File: src/rtl/seq_pattern_gen_if.sv
// Handshake/bus bundle for seq_pattern_gen.
//   master : controller side (drives start/pattern[/repeat_cnt], observes stream)
//   slave  : generator side
// repeat_cnt is the "repeat" frame count; it exists only when
// SEQ_GEN_REPEAT_EN is defined ("repeat" itself is a reserved word).
interface seq_pattern_gen_if #(
  parameter int PATTERN_LEN = 7,
  parameter int REPEAT_W    = 4
);
  logic                   start;
  logic [PATTERN_LEN-1:0] pattern;
`ifdef SEQ_GEN_REPEAT_EN
  logic [REPEAT_W-1:0]    repeat_cnt;
`endif
  logic                   out;
  logic                   out_valid;
  logic                   busy;
  logic                   done;

`ifdef SEQ_GEN_REPEAT_EN
  modport master (output start, pattern, repeat_cnt, input out, out_valid, busy, done);
  modport slave  (input start, pattern, repeat_cnt, output out, out_valid, busy, done);
`else
  modport master (output start, pattern, input out, out_valid, busy, done);
  modport slave  (input start, pattern, output out, out_valid, busy, done);
`endif
endinterface

File: src/rtl/seq_pattern_gen.sv
// seq_pattern_gen: serial frame generator.
// Captures a PATTERN_LEN-bit word on an accepted start and shifts it out
// MSB-first, one bit per clock, then pulses done for one (idle) cycle.
// Ports:
//   clk   - rising-edge clock
//   reset - asynchronous, active-high
//   bus   - seq_pattern_gen_if.slave: start, pattern, [repeat_cnt] in;
//           out, out_valid, busy, done out (all registered)
// Optional feature: SEQ_GEN_REPEAT_EN -- frame is sent repeat_cnt+1 times
// with GAP_BITS idle cycles between frames; done only after the last one.
module seq_pattern_gen #(
  parameter int PATTERN_LEN = 7,
  parameter int GAP_BITS    = 2,
  parameter int REPEAT_W    = 4
) (
  input  logic            clk,
  input  logic            reset,
  seq_pattern_gen_if.slave bus
);
  localparam int              CW       = $clog2(PATTERN_LEN);
  localparam logic [CW-1:0]   BIT_LAST = CW'(PATTERN_LEN - 1);

`ifdef SEQ_GEN_REPEAT_EN
  typedef enum logic [1:0] {IDLE, SHIFT, GAP} state_t;
  localparam int              GW       = (GAP_BITS > 1) ? $clog2(GAP_BITS) : 1;
  localparam logic [GW-1:0]   GAP_LAST = GW'((GAP_BITS > 0) ? GAP_BITS - 1 : 0);
`else
  typedef enum logic [1:0] {IDLE, SHIFT} state_t;
`endif

  state_t                 state_q, state_d;
  logic [PATTERN_LEN-1:0] sh_q, sh_d;      // bits still to send, next at MSB
  logic [CW-1:0]          cnt_q, cnt_d;    // index of bit currently on out
  logic                   out_q, out_d;
  logic                   valid_q, valid_d;
  logic                   busy_q, busy_d;
  logic                   done_q, done_d;
`ifdef SEQ_GEN_REPEAT_EN
  logic [PATTERN_LEN-1:0] pat_q, pat_d;    // original word, reloaded per frame
  logic [REPEAT_W-1:0]    rpt_q, rpt_d;    // frames left after the current one
  logic [GW-1:0]          gap_q, gap_d;
`endif

  always_comb begin
    state_d = state_q;
    sh_d    = sh_q;
    cnt_d   = cnt_q;
    out_d   = out_q;
    valid_d = valid_q;
    busy_d  = busy_q;
    done_d  = 1'b0;
`ifdef SEQ_GEN_REPEAT_EN
    pat_d   = pat_q;
    rpt_d   = rpt_q;
    gap_d   = gap_q;
`endif
    case (state_q)
      IDLE: begin
        out_d   = 1'b0;
        valid_d = 1'b0;
        busy_d  = 1'b0;
        if (bus.start) begin
          // accepting edge already presents the MSB
          sh_d    = bus.pattern << 1;
          out_d   = bus.pattern[PATTERN_LEN-1];
          valid_d = 1'b1;
          busy_d  = 1'b1;
          cnt_d   = '0;
          state_d = SHIFT;
`ifdef SEQ_GEN_REPEAT_EN
          pat_d   = bus.pattern;
          rpt_d   = bus.repeat_cnt;
`endif
        end
      end
      SHIFT: begin
        if (cnt_q == BIT_LAST) begin
          out_d   = 1'b0;
          valid_d = 1'b0;
          cnt_d   = '0;
          busy_d  = 1'b0;
          done_d  = 1'b1;
          state_d = IDLE;
`ifdef SEQ_GEN_REPEAT_EN
          if (rpt_q != '0) begin
            rpt_d  = rpt_q - 1'b1;
            busy_d = 1'b1;
            done_d = 1'b0;
            if (GAP_BITS == 0) begin
              sh_d    = pat_q << 1;
              out_d   = pat_q[PATTERN_LEN-1];
              valid_d = 1'b1;
              state_d = SHIFT;
            end else begin
              gap_d   = '0;
              state_d = GAP;
            end
          end
`endif
        end else begin
          cnt_d = cnt_q + 1'b1;
          out_d = sh_q[PATTERN_LEN-1];
          sh_d  = sh_q << 1;
        end
      end
`ifdef SEQ_GEN_REPEAT_EN
      GAP: begin
        if (gap_q == GAP_LAST) begin
          sh_d    = pat_q << 1;
          out_d   = pat_q[PATTERN_LEN-1];
          valid_d = 1'b1;
          cnt_d   = '0;
          state_d = SHIFT;
        end else begin
          gap_d = gap_q + 1'b1;
        end
      end
`endif
      default: state_d = IDLE;
    endcase
  end

  always_ff @(posedge clk or posedge reset) begin
    if (reset) begin
      state_q <= IDLE;
      sh_q    <= '0;
      cnt_q   <= '0;
      out_q   <= 1'b0;
      valid_q <= 1'b0;
      busy_q  <= 1'b0;
      done_q  <= 1'b0;
`ifdef SEQ_GEN_REPEAT_EN
      pat_q   <= '0;
      rpt_q   <= '0;
      gap_q   <= '0;
`endif
    end else begin
      state_q <= state_d;
      sh_q    <= sh_d;
      cnt_q   <= cnt_d;
      out_q   <= out_d;
      valid_q <= valid_d;
      busy_q  <= busy_d;
      done_q  <= done_d;
`ifdef SEQ_GEN_REPEAT_EN
      pat_q   <= pat_d;
      rpt_q   <= rpt_d;
      gap_q   <= gap_d;
`endif
    end
  end

  assign bus.out       = out_q;
  assign bus.out_valid = valid_q;
  assign bus.busy      = busy_q;
  assign bus.done      = done_q;
endmodule
File: src/flat_wrapper.sv
// flat-port wrapper written by rule: the top's interface ports become plain ports
module seq_pattern_gen_flat 
#(
  parameter int PATTERN_LEN = 7,
  parameter int GAP_BITS    = 2,
  parameter int REPEAT_W    = 4
)
  (clk, reset, bus_start, bus_pattern, bus_out, bus_out_valid, bus_busy, bus_done);
  seq_pattern_gen_if #(.PATTERN_LEN(PATTERN_LEN), .REPEAT_W(REPEAT_W)) bus_i ();
  input  logic clk;
  input  logic reset;
  input wire logic [$bits(bus_i.start)-1:0] bus_start;
  input wire logic [$bits(bus_i.pattern)-1:0] bus_pattern;
  output wire logic [$bits(bus_i.out)-1:0] bus_out;
  output wire logic [$bits(bus_i.out_valid)-1:0] bus_out_valid;
  output wire logic [$bits(bus_i.busy)-1:0] bus_busy;
  output wire logic [$bits(bus_i.done)-1:0] bus_done;
  assign bus_i.start = bus_start;
  assign bus_i.pattern = bus_pattern;
  assign bus_out = bus_i.out;
  assign bus_out_valid = bus_i.out_valid;
  assign bus_busy = bus_i.busy;
  assign bus_done = bus_i.done;
  seq_pattern_gen #(.PATTERN_LEN(PATTERN_LEN), .GAP_BITS(GAP_BITS), .REPEAT_W(REPEAT_W)) u_core (.clk(clk), .reset(reset), .bus(bus_i));
endmodule
File: config.mk
export PLATFORM = sky130hd
export DESIGN_NAME = seq_pattern_gen_flat
export DESIGN_NICKNAME = d
export VERILOG_FILES = /design/src/rtl/seq_pattern_gen_if.sv /design/src/rtl/seq_pattern_gen.sv /design/src/flat_wrapper.sv
export SDC_FILE = /design/constraint.sdc
export NUM_CORES = 1
export LEC_CHECK = 0
export ABC_CLOCK_PERIOD_IN_PS = 1600
export CORE_MARGIN = 3
export CORE_UTILIZATION = 46
export DETAILED_ROUTE_END_ITERATION = 6
export GPL_ROUTABILITY_DRIVEN = 0
export MAX_ROUTING_LAYER = met4
export PLACE_DENSITY = 0.79
export SLEW_MARGIN = 15
export SYNTH_ARGS = -nofsm -noshare
export SYNTH_HDL_FRONTEND = slang
export SYNTH_SLANG_ARGS = --single-unit
File: constraint.sdc
create_clock -name clk -period 1.6 [get_ports clk]
set_input_delay 0.32 -clock clk [delete_from_list [all_inputs] [get_ports clk]]
set_output_delay 0.32 -clock clk [all_outputs]
set_load 0.02 [all_outputs]
==> results.toml <==
[sta]
hold_viol_final = 0
max_freq_mhz = 664
tightestPinTransition_ps = 482
slew_viol_final = 0
setup_viol = 0
skew_ps = 3.50
min_period_ps = 1510
slew_headroom_pct = 67.9
setup_slack_ps = 93.8
rsz0062_at_grt = "no"
post-route-period-util_pct = 94.1

[final_layout]
fillCellCount = 99
area_growth_pct = 30.3
nNetsFinal = 75
antenna_cells = 0
final_common_cell = "dfrtp_1"
layout-drive-gt1-share_pct = 29.7
final_cell_mix = "dfrtp_1, clkdlybuf4s50_1, mux2_2"
fin_util_pct = 67.4

[worst_hold_path]
hp-class = "primary input to async pin"

[synthesis]
ys_warn_count = 0
synth_cell_types = 18
post-synth-top-area-fraction_pct = 54.4
netlist_area_sq_um = 598
synthCells = 47
ys_seq_elements = 13
ys_top_cells_by_area = "dfrtp_1, mux2_2, o21ai_0"
yosysTopAreaCell = "dfrtp_1"
synth_nets = 57
synth_area_per_cell_sq_um = 12.7
ys_seq_area_share_pct = 54.4

[setup_path]
cpMaxStageDelayCell = "clkdlybuf4s50_1"
worstPathCellList = "clkdlybuf4s50_1"
worst_path_largest_cell_delay_ps = 590
required_ps = 1280
start_kind = "register"
critPathArrivalTime_ps = 1190
cp-startpoint = "u_core.bus.done"
r2r-end = "u_core.sh_q[3]"
worst-r2r-cell-count = 3
worstReg2RegStart = "u_core.state_q[0]"
worstPathMaxFanout = 1
path_class = "register to primary output"
critPathCapture = "bus_done"
cp_top_family = "buffers and inverters"
reg2reg_setup_slack_ps = 200
cp.depth = 1
worst-path-buf-inv = 1
end_kind = "primary output"

[detailed_routing]
routed_via_density = 5.19
ant_nets = 0
drtIter0Drc = 3
first_pass_iters = 3
drcViolationCount = 0
num_vias = 405
routed_wl_microns = 957
wire_per_inst_microns = 12.3

[pwr]
ir_worst_vdd_v = 0.00111
leakagePower_nw = 0.381
power_density_mw_per_mm2 = 1640
power_mw = 1.28

[floorplanning]
fp.dieH_microns = 42.1
die-area_sq_mm = 0.00177
row_count = 12
io_pins = 14
core-area_sq_mm = 0.00116
start_util_pct = 51.7
die_w_microns = 42.1

[place]
io_buffers = 13
pre_cts_ws_ps = -21.4

[clock_tree]
clockBufferDepth = 2
tritoncts = "built"
post_cts_buffers = 0
cts_max_level = 1
cts_hold_buf = 0
cts.clk_slew.worst_paths_ps = 70
clock-sinks = 13
numCtsBuffers = 3
cts-root-buf = "clkbuf_4"
worst_skew_pair.late_latency_ps = 270

[run]
drv_cap = 0

[outcome]
status = "finished, final reports clean"

[global_routing]
grt_pass1_wl_microns = 1720
grt_overflow = 0
grt_max_degree = 14
grt_pass1_vias = 400
antenna_found_initial = 0
grtUsageTotal_pct = 13.3
[area by class of cell]
| cell class | instances | area, sq um | share of cell area, % |
|---|---|---|---|
| Timing Repair Buffer | 15 | 150 | 19.3 |
| Sequential cell | 13 | 325 | 41.7 |
| Multi-Input combinational cell | 30 | 253 | 32.4 |
| Inverter | 2 | 7.51 | 0.963 |
| Clock buffer | 4 | 26.3 | 3.37 |
| Tap cell | 14 | 17.5 | 2.25 |
[how the worst min path moves through the flow]
stage	start	end	slack, ps	depth (start not counted)
global placement	u_core.sh_q[3]	u_core.sh_q[3]	490	1
detailed placement	u_core.sh_q[3]	u_core.sh_q[3]	500	1
CTS	reset	u_core.sh_q[6]	380	2
floorplan	reset	u_core.bus.done	200	1
finish	reset	u_core.bus.out_valid	360	2
global route	reset	u_core.sh_q[4]	420	2
[sequential cells by signal, indices dropped and copies added, names as in the netlist]
signal and cells:
u_core.sh_q 6, u_core.cnt_q 3, u_core.bus.done 1, u_core.bus.out 1, u_core.bus.out_valid 1, u_core.state_q 1
[metrics by stage]
| stage | cells | hold slack (ps) | TNS, ps | cell area (sq um) |
|---|---|---|---|---|
| 6_report | 78 | 364 | 0 | 779 |
| 4_1_cts | 78 | 376 | 0 | 774 |
| 5_1_grt | 78 | 425 | 0 | 779 |
| 3_5_place_dp | 74 | 496 | -87.1 | 748 |
| 2_1_floorplan | 47 | 197 | 0 | 598 |
| 3_3_place_gp | 74 | 489 | -37.0 | 748 |
[report_power, final]
group / internal, mW / total (mW) / leakage, nW / switching, mW
combinational: 0.309 / 0.521 / 0.199 / 0.212
sequential: 0.446 / 0.562 / 0.167 / 0.116
clock: 0.0966 / 0.195 / 0.0150 / 0.0984
total: 0.852 / 1.28 / 0.381 / 0.427
[cell usage after synthesis]
master / n
a31o_2: 1
nor2b_4: 1
nand3_1: 1
or2_2: 1
a31oi_4: 1
a32o_1: 1
o21ai_0: 5
buf_2: 1
inv_1: 2
buf_4: 1
nor2_1: 1
nand2_1: 3
a22o_1: 1
dfrtp_1: 13
and3_1: 1
mux2_2: 10
nor2b_1: 2
nor3b_1: 1
[cells by family (layout without fill, tap and decap cells)]
kind of cell	Yosys count	in the layout	share of synthesized area [%]
compound gates	9	9	12.3
buf+inv	4	21	3.35
flops	13	13	54.4
mux	10	10	18.8
simple gates	11	11	11.1
[per-layer routing]
| metal | track usage, % | vias to the layer above | routed length [microns] |
|---|---|---|---|
| met5 | - | - | 0 |
| met4 | 1.86 | 0 | 8 |
| met3 | 8.58 | 2 | 82 |
| met2 | 18.5 | 12 | 411 |
| met1 | 16.6 | 193 | 455 |
| li1 | - | 198 | - |
[timing repair]
action	CTS	global route
setup endpoints to repair	0	2
resized for setup	0	2
hold endpoints to repair	0	0
Power figures use the tool's default switching activity.
